[src/rtl/microwave_pkg.sv]
// Shared types and helpers for the microwave oven controller.
package microwave_pkg;

  // State codes are visible on state_o, so the encoding is fixed.
  typedef enum logic [2:0] {
    StIdle    = 3'd0,
    StSetting = 3'd1,
    StCooking = 3'd2,
    StPaused  = 3'd3,
    StDone    = 3'd4
  } state_e;

  // Quick-start cook time in BCD seconds.
  localparam logic [7:0] QuickSecsDefault = 8'h30;

  // Wrap values used when a BCD digit borrows.
  localparam logic [3:0] WrapNine = 4'd9;
  localparam logic [3:0] WrapFive = 4'd5;

  // Decrement one BCD digit; returns {borrow, new_digit}.
  function automatic logic [4:0] bcd_dec_digit(input logic [3:0] digit,
                                               input logic [3:0] wrap);
    logic [4:0] res;
    if (digit == 4'd0) begin
      res = {1'b1, wrap};
    end else begin
      res = {1'b0, digit - 4'd1};
    end
    return res;
  endfunction

  // Decrement an MM:SS BCD time by one second.
  function automatic logic [15:0] bcd_dec_time(input logic [15:0] t);
    logic [4:0] sec_ones;
    logic [4:0] sec_tens;
    logic [4:0] min_ones;
    logic [3:0] min_tens;
    sec_ones = bcd_dec_digit(t[3:0], WrapNine);
    sec_tens = sec_ones[4] ? bcd_dec_digit(t[7:4], WrapFive) : {1'b0, t[7:4]};
    min_ones = sec_tens[4] ? bcd_dec_digit(t[11:8], WrapNine) : {1'b0, t[11:8]};
    if (min_ones[4]) begin
      min_tens = (t[15:12] == 4'd0) ? WrapNine : t[15:12] - 4'd1;
    end else begin
      min_tens = t[15:12];
    end
    return {min_tens, min_ones[3:0], sec_tens[3:0], sec_ones[3:0]};
  endfunction

endpackage

[src/rtl/tick_prescaler.sv]
// Divides the system clock down to one tick per TICK_DIV enabled cycles.
module tick_prescaler #(
  parameter int unsigned TICK_DIV = 50_000_000
) (
  input  logic clk,
  input  logic rst,
  input  logic clear,
  input  logic enable,
  output logic tick
);

  localparam int unsigned CntW = (TICK_DIV > 1) ? $clog2(TICK_DIV) : 1;
  localparam logic [CntW-1:0] CntMax = CntW'(TICK_DIV - 1);

  logic [CntW-1:0] cnt_q;

  // Tick on the enabled cycle where the count wraps.
  assign tick = enable && !clear && (cnt_q == CntMax);

  // Count only while enabled; clear wins, disabled cycles hold the count.
  always_ff @(posedge clk) begin
    if (rst || clear) begin
      cnt_q <= '0;
    end else if (enable) begin
      cnt_q <= tick ? '0 : cnt_q + 1'b1;
    end
  end

endmodule

[src/rtl/microwave_controller.sv]
// Microwave oven sequencer: keypad time entry, countdown cooking with door
// interlock, pause/cancel handling and the end-of-cook beep.
module microwave_controller
  import microwave_pkg::*;
#(
  parameter int unsigned TICK_DIV   = 50_000_000,
  parameter int unsigned BEEP_SECS  = 3,
  parameter logic [7:0]  QUICK_SECS = QuickSecsDefault
) (
  input  logic        clk,
  input  logic        rst,
  input  logic        key_valid,
  input  logic [3:0]  key_digit,
  input  logic        start,
  input  logic        cancel,
  input  logic        door_closed,
  output logic [15:0] time_bcd,
  output logic        magnetron_on,
  output logic        beep,
  output logic [2:0]  state_o
);

  localparam int unsigned BeepCycles = BEEP_SECS * TICK_DIV;
  localparam int unsigned BeepW = (BeepCycles > 1) ? $clog2(BeepCycles) : 1;
  localparam logic [BeepW-1:0] BeepLast = BeepW'(BeepCycles - 1);

  state_e           state_q;
  logic [15:0]      time_q;
  logic [BeepW-1:0] beep_cnt_q;

  logic        time_zero;
  logic        digit_ok;
  logic        start_ok;
  logic        cook_start;
  logic        cook_run;
  logic        tick;
  logic [15:0] time_dec;

  // Input qualification for the current cycle.
  always_comb begin
    time_zero = (time_q == 16'h0000);
    // Digit accepted only if the display has room and the new sec_tens stays <= 5.
    digit_ok  = key_valid && (key_digit <= 4'd9) && (time_q[15:12] == 4'd0) &&
                (time_q[3:0] <= 4'd5);
    start_ok  = start && door_closed;
    // Fresh cook from IDLE/SETTING: also restarts the prescaler.
    cook_start = !cancel && start_ok &&
                 (((state_q == StIdle) && time_zero) ||
                  ((state_q == StSetting) && !time_zero));
    // Countdown advances only while cooking with the door shut and no pause request.
    cook_run  = (state_q == StCooking) && door_closed && !cancel;
    time_dec  = bcd_dec_time(time_q);
  end

  tick_prescaler #(
    .TICK_DIV (TICK_DIV)
  ) u_tick_prescaler (
    .clk    (clk),
    .rst    (rst),
    .clear  (cook_start),
    .enable (cook_run),
    .tick   (tick)
  );

  // Main sequencing FSM; cancel beats start beats key entry.
  always_ff @(posedge clk) begin
    if (rst) begin
      state_q    <= StIdle;
      time_q     <= 16'h0000;
      beep_cnt_q <= '0;
    end else begin
      unique case (state_q)
        StIdle, StSetting: begin
          if (cancel) begin
            if (state_q == StSetting) begin
              state_q <= StIdle;
              time_q  <= 16'h0000;
            end
          end else if (start) begin
            if (cook_start) begin
              if (state_q == StIdle) begin
                time_q <= {8'h00, QUICK_SECS};
              end
              state_q <= StCooking;
            end
          end else if (digit_ok) begin
            time_q  <= {time_q[11:0], key_digit};
            state_q <= StSetting;
          end
        end

        StCooking: begin
          if (cancel || !door_closed) begin
            state_q <= StPaused;
          end else if (tick) begin
            time_q <= time_dec;
            if (time_dec == 16'h0000) begin
              state_q    <= StDone;
              beep_cnt_q <= '0;
            end
          end
        end

        StPaused: begin
          if (cancel) begin
            state_q <= StIdle;
            time_q  <= 16'h0000;
          end else if (start_ok) begin
            state_q <= StCooking;
          end
        end

        StDone: begin
          if (cancel || (beep_cnt_q == BeepLast)) begin
            state_q    <= StIdle;
            beep_cnt_q <= '0;
          end else begin
            beep_cnt_q <= beep_cnt_q + 1'b1;
          end
        end

        default: begin
          state_q    <= StIdle;
          time_q     <= 16'h0000;
          beep_cnt_q <= '0;
        end
      endcase
    end
  end

  // Outputs; the magnetron is gated by the live door level so it drops at once.
  always_comb begin
    time_bcd     = time_q;
    state_o      = state_q;
    beep         = (state_q == StDone);
    magnetron_on = (state_q == StCooking) && door_closed;
  end

endmodule
[config.mk]
export PLATFORM = sky130hd
export DESIGN_NAME = microwave_controller
export DESIGN_NICKNAME = d
export VERILOG_FILES = /design/src/rtl/microwave_pkg.sv /design/src/rtl/tick_prescaler.sv /design/src/rtl/microwave_controller.sv
export SDC_FILE = /design/constraint.sdc
export NUM_CORES = 1
export LEC_CHECK = 0
export ABC_AREA = 1
export CAP_MARGIN = 5
export CORE_MARGIN = 5
export CORE_UTILIZATION = 50
export CTS_CLUSTER_SIZE = 40
export DETAILED_ROUTE_END_ITERATION = 10
export PLACE_DENSITY_LB_ADDON = 0.2
export REMOVE_ABC_BUFFERS = 1
export SLEW_MARGIN = 20
export SYNTH_ARGS = -nofsm -noshare
export SYNTH_HDL_FRONTEND = slang
export SYNTH_SLANG_ARGS = --single-unit
[constraint.sdc]
create_clock -name clk -period 3.7 [get_ports clk]
set_input_delay 0.555 -clock clk [delete_from_list [all_inputs] [get_ports clk]]
set_output_delay 0.555 -clock clk [all_outputs]
set_load 0.05 [all_outputs]
==> results.env, run 1 <==
FINAL.MIN_CLOCK_PERIOD_NS=2.75
ANTENNADIODECOUNT=0
SYNTH-EDFF-COUNT=0
POWER.SEQUENTIAL.FRACTION=0.390
WORST_SETUP_PATH_END_KIND='output pin'
DRTANTENNAVIOLNETS=0
OVERALL_TRACK_DEMAND_OVER_CAPACITY_IN_GLOBAL_ROUTING=0.220
FINAL_HOLD_VIOL_COUNT=0
CHIPHEIGHT_UM=109
YOSYSSEQAREASHARE=0.297
FINALSETUPVIOLATIONS=0
WORST_HOLD_PATH_CLASS='register to register'
YOSYS_WARNINGS=0
CTS_TREE='built'
WORST-ENDPOINT-REQUIRED_NS=3.14
FIN_TNS_SETUP_NS=0
AREAGROWTHSYNTHTOFINISH_PCT=11.9
SYN_INST=767
CLKSLEWWORSTSETUPHOLDPATHS_NS=0.08
IR_WORST_VDD_V=0.000416
WORSTHOLDSTART='beep_cnt_q[3]'
CLOCK_INSERTION_DELAY_WORST_SKEW_NS=0.37
SWITCHING_POWER_mW=0.810
CORE.ROWCOUNT=36
CTSHOLDBUFFERS=0
SYNTH_FA_HA_AREA_FRAC=0.00509
CLOCK_SINKS=73
CLOCK_TREE.ROOT_CELL='clkbuf_8'
MAXCAPVIOLATIONS=0
SYNTH.CELLS.MOST_FREQUENT='nand2_1, nor2_1, inv_1'
GRT_PASS1_VIAS=4601
FINAL_LAYOUT_SIZE_SUFFIX_GT1_FRAC=0.130
TOP_LEVEL_PORTS=31
NUMCTSBUFFERS=9
POST-ROUTE-PERIOD-UTIL=0.744
POSTCTSSETUPREPAIRBUFS=0
SYNTH.CELL_AREA_SQ_UM=4910
YOSYS_REGISTER_BITS=73
ROUTE.DETAILED.WL_PER_INST_UM=12.7
RSZ_0062_RAISED_AFTER_GLOBAL_ROUTING='no'
DETAIL_ROUTE.WIRELENGTH_UM=11900
NETLIST.AREA_LEADER.SHARE=0.297
FINISH.NET_COUNT=806
DRT_PRE_ANTENNA_ITERS=5
DRC=0
NUM_VIAS=4873
GLOBALROUTE.TOTALOVERFLOW=0
WORSTPATHARRIVAL_NS=2.20
CLOCK_TREE.BUFFER_DEPTH=2
FLOORPLAN.CORE_AREA_SQ_UM=9680
SETUP.WORST_PATH.START='state_o[1]'
COMB_POWER_SHARE=0.296
TOTAL_POWER_PER_UNIT_CELL_AREA_nW_PER_UM2=402
LAYOUT.FILLER_CELLS=962
MAIN_COMBINATIONAL_CELL_FAMILY_BY_AREA_AFTER_SYNTHESIS='simple AND/OR/NAND/NOR gates'
COUNT_OF_CELLS_RESIZED_BY_POST_CTS_REPAIR=0
SWSHARE=0.366
SLEW_VIOL_FINAL=0
DETAILEDROUTE.FIRSTITERATIONVIOLATIONS=269
GP_CONGESTION=0.859
SLEW-LIMIT-HEADROOM=0.429
TIGHTEST_SLEW_NS=0.856
POST_SYNTH_NUM_CELL_TYPES=44
POST-SYNTH-TOP-AREA-CELL='dfxtp_1'
SYNTH_SIMPLE_GATE_AREA_SHARE=0.434
CRITPATHLAUNCHTYPE='register'
SYNTHMUXAREASHARE=0
POWER.LEAKAGE_nW=2.11
CTS_HTREE_LEVELS=3
START_UTIL=0.507
GRT_FIRST_PASS_WIRELENGTH_UM=21000
POWER.CLOCK.FRACTION=0.313
SKEW_NS=0.0124
MULTIINPUTGATEAREA_SQ_UM=2950
SYNTH_COMPOUND_GATE_AREA_SHARE=0.119
ANTENNA_FOUND_INITIAL=0
CRITPATHMAXFANOUT=13
HOLD_SLACK_NS=0.484
PORT_BUFFERS=30
SYNTHMOSTINSTANTIATEDCELL='nand2_1'
DIE_EXTENT_IN_X_UM=109
REG2REG_FROM='time_bcd[0]'
SETUP.WORST_PATH.CLASS='register to output pin'
TIMING.FMAX_MHz=363
PLACE.DETAILED.HPWL_UM=8850
POSTSYNTHAREAPERCELL_SQ_UM=6.41
ASYNCSETRESETFLOPFRACSYNTH=0
DIEAREA_SQ_UM=11900
FF_LATCH_AREA_SQ_UM=1460
INTERNAL-POWER_mW=1.40
GRT_MAX_DEGREE=33
POST_SYNTH_MAIN_AREA_CONTRIBUTORS='dfxtp_1, nand2_1, nor2_1, inv_1, nand3_1'
YS_DOMINANT_REG_CELL='dfxtp_1'
RUN_STATUS='complete, no violations'
SYNTHXORXNORAREAFRAC=0.0425
VIA_DENSITY_PER_INSTANCE=5.23
-- power groups by stage --
stage          Combinational (mW)  Sequential (mW)  Clock [mW]
3_5_place_dp                0.653            0.881           0
6_report                    0.656            0.864       0.693
3_3_place_gp                0.645            0.881           0
4_1_cts                     0.654            0.863       0.717
5_1_grt                     0.726            0.870       0.752
2_1_floorplan               0.374            0.984           0
-- sequential cells by signal (all words and copies together) (netlist names) --
register and cells:
u_tick_prescaler.cnt_q 26, state_o 3, time_bcd 16, beep_cnt_q 28
-- final cells by class --
type,count,area share
Timing Repair Buffer,34,0.0600
Sequential cell,73,0.266
Tap cell,133,0.0302
Clock inverter,7,0.0173
Multi-Input combinational cell,577,0.537
Clock buffer,9,0.0225
Inverter,99,0.0678
-- routing by layer --
metal  share of wire  vias up  GRT usage
met4           0.016        0     0.0685
li1                -     2524          -
met2            0.46      113      0.354
met1            0.47     2219      0.285
met3           0.055       17     0.0604
met5               0        -          0
-- critical path, cell delays in order (launching register included) --
cell             delay, ns
dfxtp_1               0.49
nand3_2               0.32
nor2_1                0.18
clkdlybuf4s50_1       0.83
-- path summary, 6_finish.rpt --
path / depth (start not counted) / endpoint / slack, ns
worst min register to register: 2 / beep_cnt_q[3] / 0.48
worst min-delay path: 2 / beep_cnt_q[3] / 0.48
worst max register to register: 11 / u_tick_prescaler.cnt_q[12] / 1.15
worst max-delay path: 3 / magnetron_on / 0.95
-- cell usage in the layout (no fill, tap or decap), types with 3 or more instances in the layout --
cell	synthesis	routed
xnor2_1	4	4
clkbuf_8	0	9
inv_2	7	7
o21ai_0	17	17
buf_4	0	4
nor4_1	5	5
a21oi_1	29	29
nor2_2	9	9
clkinv_2	1	3
inv_1	89	89
nand2_2	23	23
o22ai_1	10	10
nor3b_1	4	4
a21oi_2	21	21
o21bai_1	3	3
nor2_4	3	3
nor2_1	105	105
dfxtp_1	73	73
nor3_2	4	4
nand2_1	191	191
clkdlybuf4s50_1	0	30
xor2_1	18	18
nor3_1	27	27
nand3_2	4	4
nand3_1	49	49
nand3b_1	5	5
o21ai_1	3	3
nand4_1	20	20
or2_2	6	6
-- kinds of logic after synthesis --
logic type | count (synthesis)
flops | 73
buf+inv | 117
compound gates | 90
fa+ha+maj | 2
xor+xnor | 23
simple gates | 462
-- stage by stage --
step                      utilization  std cells  setup slack [ns]  power, mW  area, sq um
after floorplan                     -        749             0.910       1.36         4790
after global placement          0.545        916             0.921       1.53         5280
after detailed placement        0.545        916             0.833       1.53         5280
after CTS                       0.568        932             0.913       2.23         5500
after global routing            0.568        932             0.817       2.35         5500
final                           0.568        932             0.949       2.21         5500
Note: power is estimated with default switching activity, not from simulation.
==> run 2: changes to the inputs <==
Clock period 3.7 ns to 2.62 ns, I/O delays scaled along.
==> results.env, run 2 (same netlist as run 1, synthesis figures left out) <==
RUN_STATUS='complete, no violations'
SETUP.WORST_PATH.CLASS='register to register'
POST-PLACE-WS_NS=0.0391  # -0.794 ns
SKEW_NS=0.0124  # -0.0000403 ns
TIMING.CRITICAL_PATH.SLOWEST_STAGE_CELL='dfxtp_1'
POWER.TOTAL_mW=3.05  # +38%
OVERALL_TRACK_DEMAND_OVER_CAPACITY_IN_GLOBAL_ROUTING=0.222  # +0.00199
CTS_HTREE_LEVELS=3  # unchanged
FIN_TNS_SETUP_NS=0  # unchanged
RR_WORST_DEPTH=14  # +3
VIA_DENSITY_PER_INSTANCE=5.19  # -0.67%
DIEAREA_SQ_UM=11900  # unchanged
FINAL_CELL_MIX='nand2_1, nor2_1, inv_1, dfxtp_1, nand3_1'
FINAL.MIN_CLOCK_PERIOD_NS=2.30
NUMCTSBUFFERS=9  # unchanged
REGTOREGSETUPSLACK_NS=0.32  # -0.83 ns
TOP_LEVEL_PORTS=31  # unchanged
AREAGROWTHSYNTHTOFINISH_PCT=13.0
WORSTPATHARRIVAL_NS=2.53  # +0.33 ns
FINISH.NET_COUNT=814  # +0.99%
MAXCAPVIOLATIONS=0  # unchanged
CORE.ROWCOUNT=36  # unchanged
DETAILEDROUTE.FIRSTITERATIONVIOLATIONS=325  # +21%
CLOCK_INSERTION_DELAY_WORST_SKEW_NS=0.36  # about the same
WORSTHOLDPATHCELLS=2  # unchanged
TIMING.CRITICAL_PATH.SLOWEST_CELL_DELAY_NS=0.40  # -0.43 ns
FINAL_LAYOUT_SIZE_SUFFIX_GT1_FRAC=0.140  # +0.00986
PLACE.DETAILED.HPWL_UM=9190  # +3.9%
LARGEST_REGISTER_FF_COUNT=28  # unchanged
ROUTE.DETAILED.WL_PER_INST_UM=13.3  # +4.2%
LAYOUT_SETUP_WS_NS=0.316  # -0.633 ns
DETAIL_ROUTE.WIRELENGTH_UM=12500  # +5.1%
WORSTHOLDSTART='beep_cnt_q[1]'
GP_CONGESTION=0.923  # +7.5%
TIMING.FMAX_MHz=434
WORST-PATH-BUF-INV=1  # unchanged
FINAL_CORE_UTILIZATION=0.574  # +0.00543
ANTENNA_FOUND_INITIAL=0  # unchanged
FLOORPLAN.CORE_AREA_SQ_UM=9680  # unchanged
CRITPATHLAUNCHTYPE='register'
CTS_TREE='built'
CELLS_ALONG_THE_CRITICAL_PATH='nor2_4 > nand2_4 > nor2_4 > nand2_1 > nand2_1 > nand2_1 > inv_1 > nand2_1 > nor2_1 > nand3_2 > nand2_2 > nand2_8 > nand2_1 > a21oi_1'
PORT_BUFFERS=30  # unchanged
MAX_FLOP_REGISTER='beep_cnt_q'
RSZ_0062_RAISED_AFTER_GLOBAL_ROUTING='no'
TIGHTEST_SLEW_NS=0.534  # -0.321 ns
GLOBALROUTE.TOTALOVERFLOW=0  # unchanged
WORST-ENDPOINT-REQUIRED_NS=2.85  # -0.29 ns
FINALSETUPVIOLATIONS=0  # unchanged
ANTENNADIODECOUNT=0  # unchanged
CRIT_CELLS=14  # +11
POST-ROUTE-PERIOD-UTIL=0.879
GRT_PASS1_VIAS=4656  # +1.2%
REG2REG_FROM='time_bcd[0]'
CLOCK_TREE.BUFFER_DEPTH=2  # unchanged
START_UTIL=0.507  # unchanged
CLKSLEWWORSTSETUPHOLDPATHS_NS=0.08  # about the same
CHIPHEIGHT_UM=109  # unchanged
TOTAL_POWER_PER_UNIT_CELL_AREA_nW_PER_UM2=548  # +36%
GRT_FIRST_PASS_WIRELENGTH_UM=21300  # +1.6%
GRT_MAX_DEGREE=33  # unchanged
DRT_PRE_ANTENNA_ITERS=5  # unchanged
REGTOREGENDPOINT='beep_cnt_q[0]'
WORST_SETUP_PATH_END_KIND='register'
SLEW-LIMIT-HEADROOM=0.641  # +0.212
CLOCK_TREE.ROOT_CELL='clkbuf_8'
CRITICAL_PATH.MOST_COMMON_CELL='nand2_1'
IR_WORST_VDD_V=0.000342  # -18%
WHS_ENDPOINT='beep_cnt_q[1]'
DIE_EXTENT_IN_X_UM=109  # unchanged
DRTANTENNAVIOLNETS=0  # unchanged
FINAL_HOLD_VIOL_COUNT=0  # unchanged
LAYOUT.CELLS.MOST_COMMON='nand2_1'
WORST_HOLD_PATH_CLASS='register to register'
POWER.LEAKAGE_nW=2.16  # +2.5%
CRITPATHMAXFANOUT=28  # +15
NUM_VIAS=4882  # +0.18%
SLEW_VIOL_FINAL=0  # unchanged
CRITPATHTOPFAMILY='simple AND/OR/NAND/NOR gates'
CTSHOLDBUFFERS=0  # unchanged
CLOCK_SINKS=73  # unchanged
HOLD_SLACK_NS=0.490  # +0.00619 ns
LAYOUT.FILLER_CELLS=945  # -1.8%
DRC=0  # unchanged
## run 2: worst min-delay path, cell delays in order, from the launching register on
cell and delay (ns):
dfxtp_1 0.33, nand2_1 0.07, a21oi_1 0.05
## run 2: timing repair
item | 4_1_cts | 5_1_grt
gates resized for setup | 0 | 2
setup buffers | 0 | 0
setup endpoints to repair | 0 | 3
## run 2: worst max path at each step
stage | start | to | slack [ns]
3_3_place_gp | cancel | beep_cnt_q[2] | 0.12
4_1_cts | state_o[2] | beep | 0.08
5_1_grt | time_bcd[0] | beep_cnt_q[4] | 0.06
6_report | time_bcd[0] | beep_cnt_q[0] | 0.32
2_1_floorplan | state_o[1] | beep_cnt_q[13] | -0.17
3_5_place_dp | cancel | beep_cnt_q[0] | 0.04
## run 2: cell type report
| class | count | area [sq um] | share of cell area |
|---|---|---|---|
| clock inverter | 5 | 38.8 | 0.00698 |
| tap | 133 | 166 | 0.0300 |
| clock buffer | 11 | 151 | 0.0273 |
| multi-input combinational | 577 | 2960 | 0.533 |
| timing repair buffer | 42 | 403 | 0.0725 |
| sequential | 73 | 1460 | 0.263 |
| inverter | 99 | 373 | 0.0671 |
## run 2: report_power, final
| group | internal (mW) | switching [mW] |
|---|---|---|
| Combinational | 0.315 | 0.651 |
| Sequential | 1.16 | 0.0625 |
| Clock | 0.401 | 0.462 |
| Total | 1.87 | 1.17 |
## run 2: metrics by stage
stage               area [sq um]  std cells
global placement            5350        924
floorplan                   4790        749
global route                5550        940
CTS                         5540        940
finish                      5550        940
detailed placement          5350        924
## run 2: metal layers
layer,vias up,part of all wire,GRT usage
li1,2540,-,-
met1,2218,0.47,0.291
met2,107,0.46,0.360
met3,17,0.045,0.0432
met4,0,0.019,0.0812
met5,-,0,0
==> run 3: changes to the inputs <==
Settings changed: CORE_ASPECT_RATIO set to 1.25.
==> results.env, run 3 (same netlist as run 1, synthesis figures left out) <==
WORSTHOLDSTART='beep_cnt_q[3]'
RR_WORST_DEPTH=14  # unchanged
POWER.LEAKAGE_nW=2.21  # +2.5%
FINAL_CELL_MIX='nand2_1, nor2_1, inv_1, dfxtp_1, nand3_1'
ANTENNA_FOUND_INITIAL=0  # unchanged
FINAL_CORE_UTILIZATION=0.592  # +0.0184
POST-ROUTE-PERIOD-UTIL=0.906  # +0.0270
GLOBAL_ROUTE.USAGE.MET3=0.0450  # +0.00179
RUN_STATUS='complete, no violations'
CTS_HTREE_LEVELS=3  # unchanged
FLOORPLAN.CORE_AREA_SQ_UM=9610  # -0.78%
NUM_VIAS=4921  # +0.80%
GROUTE.LAYER.MET2.USAGE=0.368  # +0.00795
DETAILEDROUTE.FIRSTITERATIONVIOLATIONS=229  # -30%
WORST_HOLD_PATH_CLASS='register to register'
POWER.TOTAL_mW=3.61  # +19%
GP_CONGESTION=0.911  # -1.3%
ROUTE.DETAILED.WL_PER_INST_UM=12.9  # -3.0%
MAX_FLOP_REGISTER='beep_cnt_q'
POSTCTSSETUPREPAIRBUFS=0  # unchanged
CLOCK_TREE.BUFFER_DEPTH=2  # unchanged
INTERNAL-POWER_mW=2.42  # +29%
CRITPATHLAUNCHTYPE='register'
GRT-BUSIEST-LAYER='met2'
COMB_POWER_SHARE=0.259  # -0.058
PORT_BUFFERS=30  # unchanged
POWER.CLOCK.FRACTION=0.403  # +0.120
CORE.ROWCOUNT=40  # +11%
TIGHTEST_SLEW_NS=0.504  # -0.0303 ns
WHS_ENDPOINT='beep_cnt_q[3]'
REG2REG_FROM='time_bcd[0]'
SETUP.WORST_PATH.CLASS='register to output pin'
NUMCTSBUFFERS=9  # unchanged
TOTAL_POWER_PER_UNIT_CELL_AREA_nW_PER_UM2=635  # +16%
ANTENNADIODECOUNT=0  # unchanged
PLACE.DETAILED.HPWL_UM=8820  # -4.0%
START_UTIL=0.511  # +0.00396
DRC=0  # unchanged
DESIGN_AREA_SQ_UM=5690  # +2.4%
LARGEST_REGISTER_FF_COUNT=28  # unchanged
SKEW_NS=0.00707  # -0.00529 ns
RSZ_0062_RAISED_AFTER_GLOBAL_ROUTING='no'
CLOCK_TREE.ROOT_CELL='clkbuf_16'
TIMING.CRITICAL_PATH.SLOWEST_STAGE_CELL='clkdlybuf4s50_1'
TOP_LEVEL_PORTS=31  # unchanged
GLOBALROUTE.TOTALOVERFLOW=0  # unchanged
GR-USAGE-MET1=0.250  # -0.0409
FINISH.NET_COUNT=813  # -0.12%
FINAL.MIN_CLOCK_PERIOD_NS=2.37  # +0.0708 ns
AREAGROWTHSYNTHTOFINISH_PCT=15.7
TIMING.CRITICAL_PATH.SLOWEST_CELL_DELAY_NS=0.87  # +0.47 ns
MAXCAPVIOLATIONS=0  # unchanged
GRT_FIRST_PASS_WIRELENGTH_UM=20600  # -3.4%
SETUP.WORST_PATH.START='state_o[2]'
CLOCK_SINKS=73  # unchanged
DRT_PRE_ANTENNA_ITERS=5  # unchanged
SLEW-LIMIT-HEADROOM=0.663  # +0.0219
WORST_SETUP_PATH_END_KIND='output pin'
DIEAREA_SQ_UM=11900  # about the same
CRITPATHMAXFANOUT=4  # -86%
FIN_TNS_SETUP_NS=0  # unchanged
DETAIL_ROUTE.WIRELENGTH_UM=12000  # -3.8%
GRT_PASS1_VIAS=4660  # +0.086%
SWSHARE=0.329  # -0.0563
WORST-ENDPOINT-REQUIRED_NS=2.23  # -0.62 ns
CTS_TREE='built'
COUNT_OF_CELLS_RESIZED_BY_POST_CTS_REPAIR=0  # unchanged
TIMING.FMAX_MHz=421  # -3.0%
HOLD_SLACK_NS=0.484  # -0.00582 ns
CLOCK_INSERTION_DELAY_WORST_SKEW_NS=0.34  # -0.02 ns
FINAL_LAYOUT_SIZE_SUFFIX_GT1_FRAC=0.139  # -0.00107
SLEW_VIOL_FINAL=0  # unchanged
VIA_DENSITY_PER_INSTANCE=5.28  # +1.7%
WORSTPATHARRIVAL_NS=1.98  # -0.55 ns
POWER.SEQUENTIAL.FRACTION=0.338  # -0.062
GRT_MAX_DEGREE=33  # unchanged
REGTOREGSETUPSLACK_NS=0.26  # -0.06 ns
DRTANTENNAVIOLNETS=0  # unchanged
OVERALL_TRACK_DEMAND_OVER_CAPACITY_IN_GLOBAL_ROUTING=0.207  # -0.0146
CELLS_ALONG_THE_CRITICAL_PATH='inv_1 > nor3_2 > clkdlybuf4s50_1'
FINAL_HOLD_VIOL_COUNT=0  # unchanged
CTSHOLDBUFFERS=0  # unchanged
CHIPHEIGHT_UM=121  # +11%
LAYOUT.CELLS.MOST_COMMON='nand2_1'
REGTOREGENDPOINT='beep_cnt_q[1]'
FINALSETUPVIOLATIONS=0  # unchanged
IR_WORST_VDD_V=0.000289  # -15%
WORSTHOLDPATHCELLS=2  # unchanged
DIE_EXTENT_IN_X_UM=98.7  # -9.6%
DPL-INSTANCE-AREA_SQ_UM=5340  # -0.30%
CLKSLEWWORSTSETUPHOLDPATHS_NS=0.06  # -0.02 ns
SWITCHING_POWER_mW=1.19  # +1.3%
==> run 3: per-stage QoR <==
step,cells,setup slack [ns]
4_1_cts,932,0.239
6_report,932,0.245
2_1_floorplan,749,-0.170
3_5_place_dp,916,-0.0208
3_3_place_gp,916,0.0601
5_1_grt,932,0.0180
==> run 3: worst max path at each step <==
| stage | end | depth (start not counted) |
|---|---|---|
| floorplan | beep_cnt_q[13] | 10 |
| global placement | beep_cnt_q[1] | 12 |
| detailed placement | beep_cnt_q[1] | 12 |
| CTS | beep | 3 |
| global route | beep_cnt_q[4] | 14 |
| finish | beep | 3 |
==> run 3: metal layers <==
layer	wire length, um	share of wire	vias to the layer above
met3	558	0.047	17
li1	-	-	2534
met4	188	0.016	0
met2	6060	0.51	118
met1	5180	0.43	2252
met5	0	0	-
==> run 3: area by class of cell <==
| class | count | area (sq um) |
|---|---|---|
| timing repair buffer | 41 | 393 |
| clock inverter | 6 | 113 |
| clock buffer | 10 | 239 |
| sequential | 73 | 1460 |
| multi-input combinational | 577 | 2950 |
| tap | 126 | 158 |
| inverter | 99 | 373 |
| fill | 936 | 3920 |
==> run 3: worst max-delay path: cells and delay by family (launching register included) <==
| family | cells | cell delay [ns] |
|---|---|---|
| flip-flops | 1 | 0.42 |
| buffers and inverters | 2 | 0.98 |
| AND/OR/NAND/NOR | 1 | 0.24 |
==> run 3: power by group through the flow <==
| stage | logic (mW) | clock network, mW | registers, mW |
|---|---|---|---|
| after floorplan | 0.529 | 0 | 1.39 |
| after global placement | 0.923 | 0 | 1.24 |
| after detailed placement | 0.935 | 0 | 1.24 |
| after CTS | 0.939 | 1.48 | 1.22 |
| after global routing | 1.03 | 1.53 | 1.23 |
| final | 0.937 | 1.46 | 1.22 |
==> RTL edit 1: new RTL, config.mk and constraints of run 2 <==
Register the inputs `key_valid`, `key_digit`, `start`, `cancel` and `door_closed` before use, without a reset. The logic sees them one clock later.
--- a/src/rtl/microwave_controller.sv
+++ b/src/rtl/microwave_controller.sv
@@ -25,4 +25,18 @@
   localparam logic [BeepW-1:0] BeepLast = BeepW'(BeepCycles - 1);
 
+  logic key_valid_q;
+  logic [3:0] key_digit_q;
+  logic start_q;
+  logic cancel_q;
+  logic door_closed_q;
+
+  always_ff @(posedge clk) begin
+    key_valid_q   <= key_valid;
+    key_digit_q   <= key_digit;
+    start_q       <= start;
+    cancel_q      <= cancel;
+    door_closed_q <= door_closed;
+  end
+
   state_e           state_q;
   logic [15:0]      time_q;
@@ -41,13 +55,13 @@
     time_zero = (time_q == 16'h0000);
     // Digit accepted only if the display has room and the new sec_tens stays <= 5.
-    digit_ok  = key_valid && (key_digit <= 4'd9) && (time_q[15:12] == 4'd0) &&
+    digit_ok  = key_valid_q && (key_digit_q <= 4'd9) && (time_q[15:12] == 4'd0) &&
                 (time_q[3:0] <= 4'd5);
-    start_ok  = start && door_closed;
+    start_ok  = start_q && door_closed_q;
     // Fresh cook from IDLE/SETTING: also restarts the prescaler.
-    cook_start = !cancel && start_ok &&
+    cook_start = !cancel_q && start_ok &&
                  (((state_q == StIdle) && time_zero) ||
                   ((state_q == StSetting) && !time_zero));
     // Countdown advances only while cooking with the door shut and no pause request.
-    cook_run  = (state_q == StCooking) && door_closed && !cancel;
+    cook_run  = (state_q == StCooking) && door_closed_q && !cancel_q;
     time_dec  = bcd_dec_time(time_q);
   end
@@ -72,10 +86,10 @@
       unique case (state_q)
         StIdle, StSetting: begin
-          if (cancel) begin
+          if (cancel_q) begin
             if (state_q == StSetting) begin
               state_q <= StIdle;
               time_q  <= 16'h0000;
             end
-          end else if (start) begin
+          end else if (start_q) begin
             if (cook_start) begin
               if (state_q == StIdle) begin
@@ -85,5 +99,5 @@
             end
           end else if (digit_ok) begin
-            time_q  <= {time_q[11:0], key_digit};
+            time_q  <= {time_q[11:0], key_digit_q};
             state_q <= StSetting;
           end
@@ -91,5 +105,5 @@
 
         StCooking: begin
-          if (cancel || !door_closed) begin
+          if (cancel_q || !door_closed_q) begin
             state_q <= StPaused;
           end else if (tick) begin
@@ -103,5 +117,5 @@
 
         StPaused: begin
-          if (cancel) begin
+          if (cancel_q) begin
             state_q <= StIdle;
             time_q  <= 16'h0000;
@@ -112,5 +126,5 @@
 
         StDone: begin
-          if (cancel || (beep_cnt_q == BeepLast)) begin
+          if (cancel_q || (beep_cnt_q == BeepLast)) begin
             state_q    <= StIdle;
             beep_cnt_q <= '0;
@@ -134,5 +148,5 @@
     state_o      = state_q;
     beep         = (state_q == StDone);
-    magnetron_on = (state_q == StCooking) && door_closed;
+    magnetron_on = (state_q == StCooking) && door_closed_q;
   end
 
Function: changed (Yosys sat finds a counterexample within 4 cycles, from zero or initial values and one cycle with rst high).
==> RTL edit 1 against run 2 <==
- setup slack got worse by 0.020 ns
- critical path depth decreased by 11
- worst hold slack got worse by 0.017 ns
- final cell count fell by 2.0%
- utilization is 0.56 points lower
- total power rose by 25%
- final area down 1.4%
- wire length fell by 1.8%
- synthesized cell count fell by 1.4%
- area after synthesis fell by 0.69%
- sequential cell count up 8
- first-iteration DRC count grew 6.8%
- critical path type is now reg -> out
==> RTL edit 1: results (changes against run 2) <==
| Metric | Value |
|---|---|
| Metal3 WL | `615 um (+8.8%)` |
| Initial DRC Count | `347 (+6.8%)` |
| GR Util All Layers | `0.218 (-0.00313)` |
| Sequential area share after synthesis | `0.332 (+0.0349)` |
| Largest net degree at the start of global routing | `46 (+39%)` |
| Met2 WL | `5650 um (-2.0%)` |
| Layout net count | `796 (-2.2%)` |
| Clock skew | `0.0169 ns (+0.00455 ns)` |
| WP data required | `2.23 ns (-0.62 ns)` |
| Synth top cells by count | `nand2_1 (195), nor2_1 (92), dfxtp_1 (81), inv_1 (76), a21oi_1 (68)` |
| Post-Place Worst Slack | `0.365 ns (+0.326 ns)` |
| Worst hold path type | `in -> reg` |
| Hold Path Sink | `start_q$_DFF_P_` |
| Seq power | `1.38 mW (+13%)` |
| Routed vias | `4954 (+1.5%)` |
| Syn_area_per_cell | `6.46 um2 (+0.76%)` |
| First-pass GRT wire length | `21000 um (-1.5%)` |
| Post-synth cell types | `45 (+2.3%)` |
| Met1 wire length | `5690 um (-3.3%)` |
| Layout cells sized above 1 | `0.0723 (-0.0677)` |
| Vias in the first global route | `4571 (-1.8%)` |
| Leakage | `1.98 nW (-8.2%)` |
| Ranking of synthesized cells by area | `dfxtp_1 (33%), nand2_1 (15%), nor2_1 (7.1%)` |
| Flop pwr share | `0.363 (-0.037)` |
| Compound-cell area share of the yosys netlist | `0.118 (-0.000715)` |
| Reg2Reg Depth | `7 (-7)` |
| Placement Cell Area | `5280 um2 (-1.4%)` |
| Outcome | `completed` |
| Placed instance count | `906 (-1.9%)` |
| Maximum VDD drop | `0.000409 V (+20%)` |
| DRT Wirelength | `12200 um (-1.8%)` |
| Synth Area in Adders | `0.00513 (+0.0000352)` |
| HP Start | `start` |
[RTL edit 1: critical path, stage by stage (launching register included)]
cell and delay (ns):
dfxtp_1 0.39, inv_1 0.14, nor3_4 0.20, clkdlybuf4s50_1 0.84
[RTL edit 1: what timing repair did]
item                                    in CTS  in global routing
endpoints found under the setup margin       0                  1
hold endpoints to repair                     0                  0
resized for setup                            0                  1
[RTL edit 1: cells by family (layout without fill, tap and decap cells)]
kind of cell,Yosys count,in the layout
and+or+nand+nor,444,444
AOI/OAI and AO/OA,108,108
buffers and inverters,99,131
DFF,81,81
xor gates and xnor gates,22,22
adders and majority gates,2,2
[RTL edit 1: routing by layer]
metal,up-vias,GRT usage
met1,2257,0.281
met2,129,0.360
met3,23,0.0337
met4,0,0.0992
met5,-,0
li1,2545,-
[RTL edit 1: worst max path at each step]
stage / slack [ns] / start / to
2_1_floorplan: 0.23 / state_o[2]$_SDFFE_PP0P_ / beep_cnt_q[8]$_SDFFE_PP0P_
3_3_place_gp: 0.40 / state_o[1]$_SDFFE_PP0P_ / time_bcd[1]$_SDFFE_PP0P_
5_1_grt: 0.06 / state_o[1]$_SDFFE_PP0P_ / u_tick_prescaler.cnt_q[23]$_SDFFE_PP0P_
3_5_place_dp: 0.36 / state_o[1]$_SDFFE_PP0P_ / time_bcd[5]$_SDFFE_PP0P_
6_report: 0.30 / state_o[2]$_SDFFE_PP0P_ / beep
4_1_cts: 0.09 / state_o[1]$_SDFFE_PP0P_ / magnetron_on
[RTL edit 1: final cells by class]
type | count | area [um2]
clock buffer | 9 | 124
inverter | 83 | 312
tap | 133 | 166
clock inverter | 6 | 67.6
multi-input combinational | 576 | 2860
sequential | 81 | 1620
timing repair buffer | 33 | 325
fill | 1010 | 4170
==> RTL edit 2: new RTL, settings of run 2 <==
Without the edit above. `TICK_DIV` is set to 50_000_000 in 2 places; all go to 25_000_000.
--- a/src/rtl/tick_prescaler.sv
+++ b/src/rtl/tick_prescaler.sv
@@ -1,5 +1,5 @@
 // Divides the system clock down to one tick per TICK_DIV enabled cycles.
 module tick_prescaler #(
-  parameter int unsigned TICK_DIV = 50_000_000
+  parameter int unsigned TICK_DIV = 25_000_000
 ) (
   input  logic clk,
--- a/src/rtl/microwave_controller.sv
+++ b/src/rtl/microwave_controller.sv
@@ -4,5 +4,5 @@
   import microwave_pkg::*;
 #(
-  parameter int unsigned TICK_DIV   = 50_000_000,
+  parameter int unsigned TICK_DIV   = 25_000_000,
   parameter int unsigned BEEP_SECS  = 3,
   parameter logic [7:0]  QUICK_SECS = QuickSecsDefault
Behaviour: no difference found for any inputs over 4 cycles, from zero or initial values and one cycle with rst high; that may be too few to reach the edited logic, so the function may still have changed.
==> RTL edit 2 against run 2 <==
- total power up 31%
- via count grew 2.5%
- wire length is 2.0% higher
- sequential share of layout area is 0.42 points higher
- setup slack gained 0.054 ns
- final area fell by 4.3%
- sequential cell count is 2 lower
- non-clock buffer count stayed put
- first-iteration DRC count decreased by 4.9%
- critical path depth is 4 lower
- count of clock-buffer cells in the layout fell by 1
- area after synthesis fell by 5.0%
- synthesized cell count is 2.5% lower
==> RTL edit 2: results (changes against run 2) <==
| Metric | Value |
|---|---|
| Outcome | `completed` |
| Post-synth cell types | `40 (-9.1%)` |
| Maximum VDD drop | `0.000710 V (+110%)` |
| DP Wirelength | `9430 um (+2.5%)` |
| Synth top cells by count | `nand2_1 (168), nor2_1 (110), inv_1 (80), nand3_1 (80), dfxtp_1 (71)` |
| GPL Wtd Cong | `0.924 (about the same)` |
| Internal power | `2.33 mW (+24%)` |
| Number of flip-flops in the largest register | `27 (-3.6%)` |
| Ranking of synthesized cells by area | `dfxtp_1 (30%), nand2_1 (14%), nor2_1 (8.8%)` |
| GR Util All Layers | `0.229 (+0.00760)` |
| Worst EP arrival | `2.54 ns (about the same)` |
| Max_slew headroom | `0.505 (-0.136)` |
| First-pass GRT wire length | `21700 um (+1.7%)` |
| Critical R2R Launch | `state_o[0]$_SDFFE_PP0P_` |
| FF-to-FF setup slack | `0.37 ns (+0.05 ns)` |
| Layout net count | `788 (-3.2%)` |
| Initial DRC Count | `309 (-4.9%)` |
| Leakage | `2.10 nW (-2.8%)` |
| Vias in the first global route | `4653 (-0.064%)` |
| Sequential area share after synthesis | `0.304 (+0.00704)` |
| Layout cells sized above 1 | `0.0679 (-0.0722)` |
| HP Start | `u_tick_prescaler.cnt_q[2]$_SDFFE_PP0P_` |
| Routed vias | `5004 (+2.5%)` |
| DR WL/cell | `14.2 um (+7.5%)` |
| Clock skew | `0.00646 ns (-0.00589 ns)` |
| Layout filler cell count | `910 (-3.7%)` |
[RTL edit 2: cell types whose count changed in the layout (fill, tap and decap cells not counted), moves of 6 or more]
cell     delta
nand2_1    -23
o21ai_0    +13
a21oi_2    -20
a21oi_1    +11
xor2_1      +8
nand2_2    -20
nor2_2      -6
inv_1       -9
nand4_1    +18
nand3_1    +31
[RTL edit 2: worst max-delay path: stages, from the launching register on]
cell	delay (ns)
dfxtp_1	0.36
inv_1	0.17
nand3_2	0.28
nor3_4	0.31
nand3_1	0.19
nand2_1	0.13
nand4_2	0.23
buf_4	0.28
nand2_1	0.07
nand2_1	0.06
nor2_1	0.10
[RTL edit 2: per-layer routing]
layer | up-vias | track usage | part of all wire
li1 | 2512 | - | -
met1 | 2306 | 0.314 | 0.48
met2 | 172 | 0.366 | 0.45
met3 | 14 | 0.0548 | 0.064
met4 | 0 | 0.0548 | 0.011
met5 | - | 0 | 0
[RTL edit 2: area by class of cell]
class	count	area, um2	area share
Sequential cell	71	1420	0.267
Clock buffer	10	138	0.0259
Clock inverter	6	108	0.0202
Multi-Input combinational cell	568	2800	0.526
Timing Repair Buffer	42	398	0.0748
Tap cell	111	139	0.0261
Inverter	84	315	0.0593
[RTL edit 2: metrics by stage]
stage / hold WS (ns) / instances / instance area [um2]
3_5_place_dp: 0.488 / 876 / 5070
6_report: 0.505 / 892 / 5320
4_1_cts: 0.501 / 892 / 5320
3_3_place_gp: 0.486 / 876 / 5070
5_1_grt: 0.522 / 892 / 5320
2_1_floorplan: 0.462 / 723 / 4540
[RTL edit 2: worst paths after layout]
path / to / cells past startpoint
hold reg to reg: u_tick_prescaler.cnt_q[2]$_SDFFE_PP0P_ / 2
setup reg to reg: time_bcd[9]$_SDFFE_PP0P_ / 10
setup / recovery: time_bcd[9]$_SDFFE_PP0P_ / 10
hold / removal: u_tick_prescaler.cnt_q[2]$_SDFFE_PP0P_ / 2
[RTL edit 2: cell families after synthesis]
group,Yosys count,synth area share
xor+xnor,29,0.0544
fa+ha+maj,2,0.00536
flops,71,0.304
simple gates,456,0.448
compound gates,81,0.0916
buf+inv,109,0.0962
[RTL edit 2: power groups by stage]
stage / clock, mW / combinational [mW] / sequential [mW]
floorplan: 0 / 0.871 / 1.58
global placement: 0 / 1.57 / 1.31
detailed placement: 0 / 1.59 / 1.31
CTS: 1.11 / 1.60 / 1.29
global route: 1.16 / 1.77 / 1.31
finish: 1.08 / 1.61 / 1.29
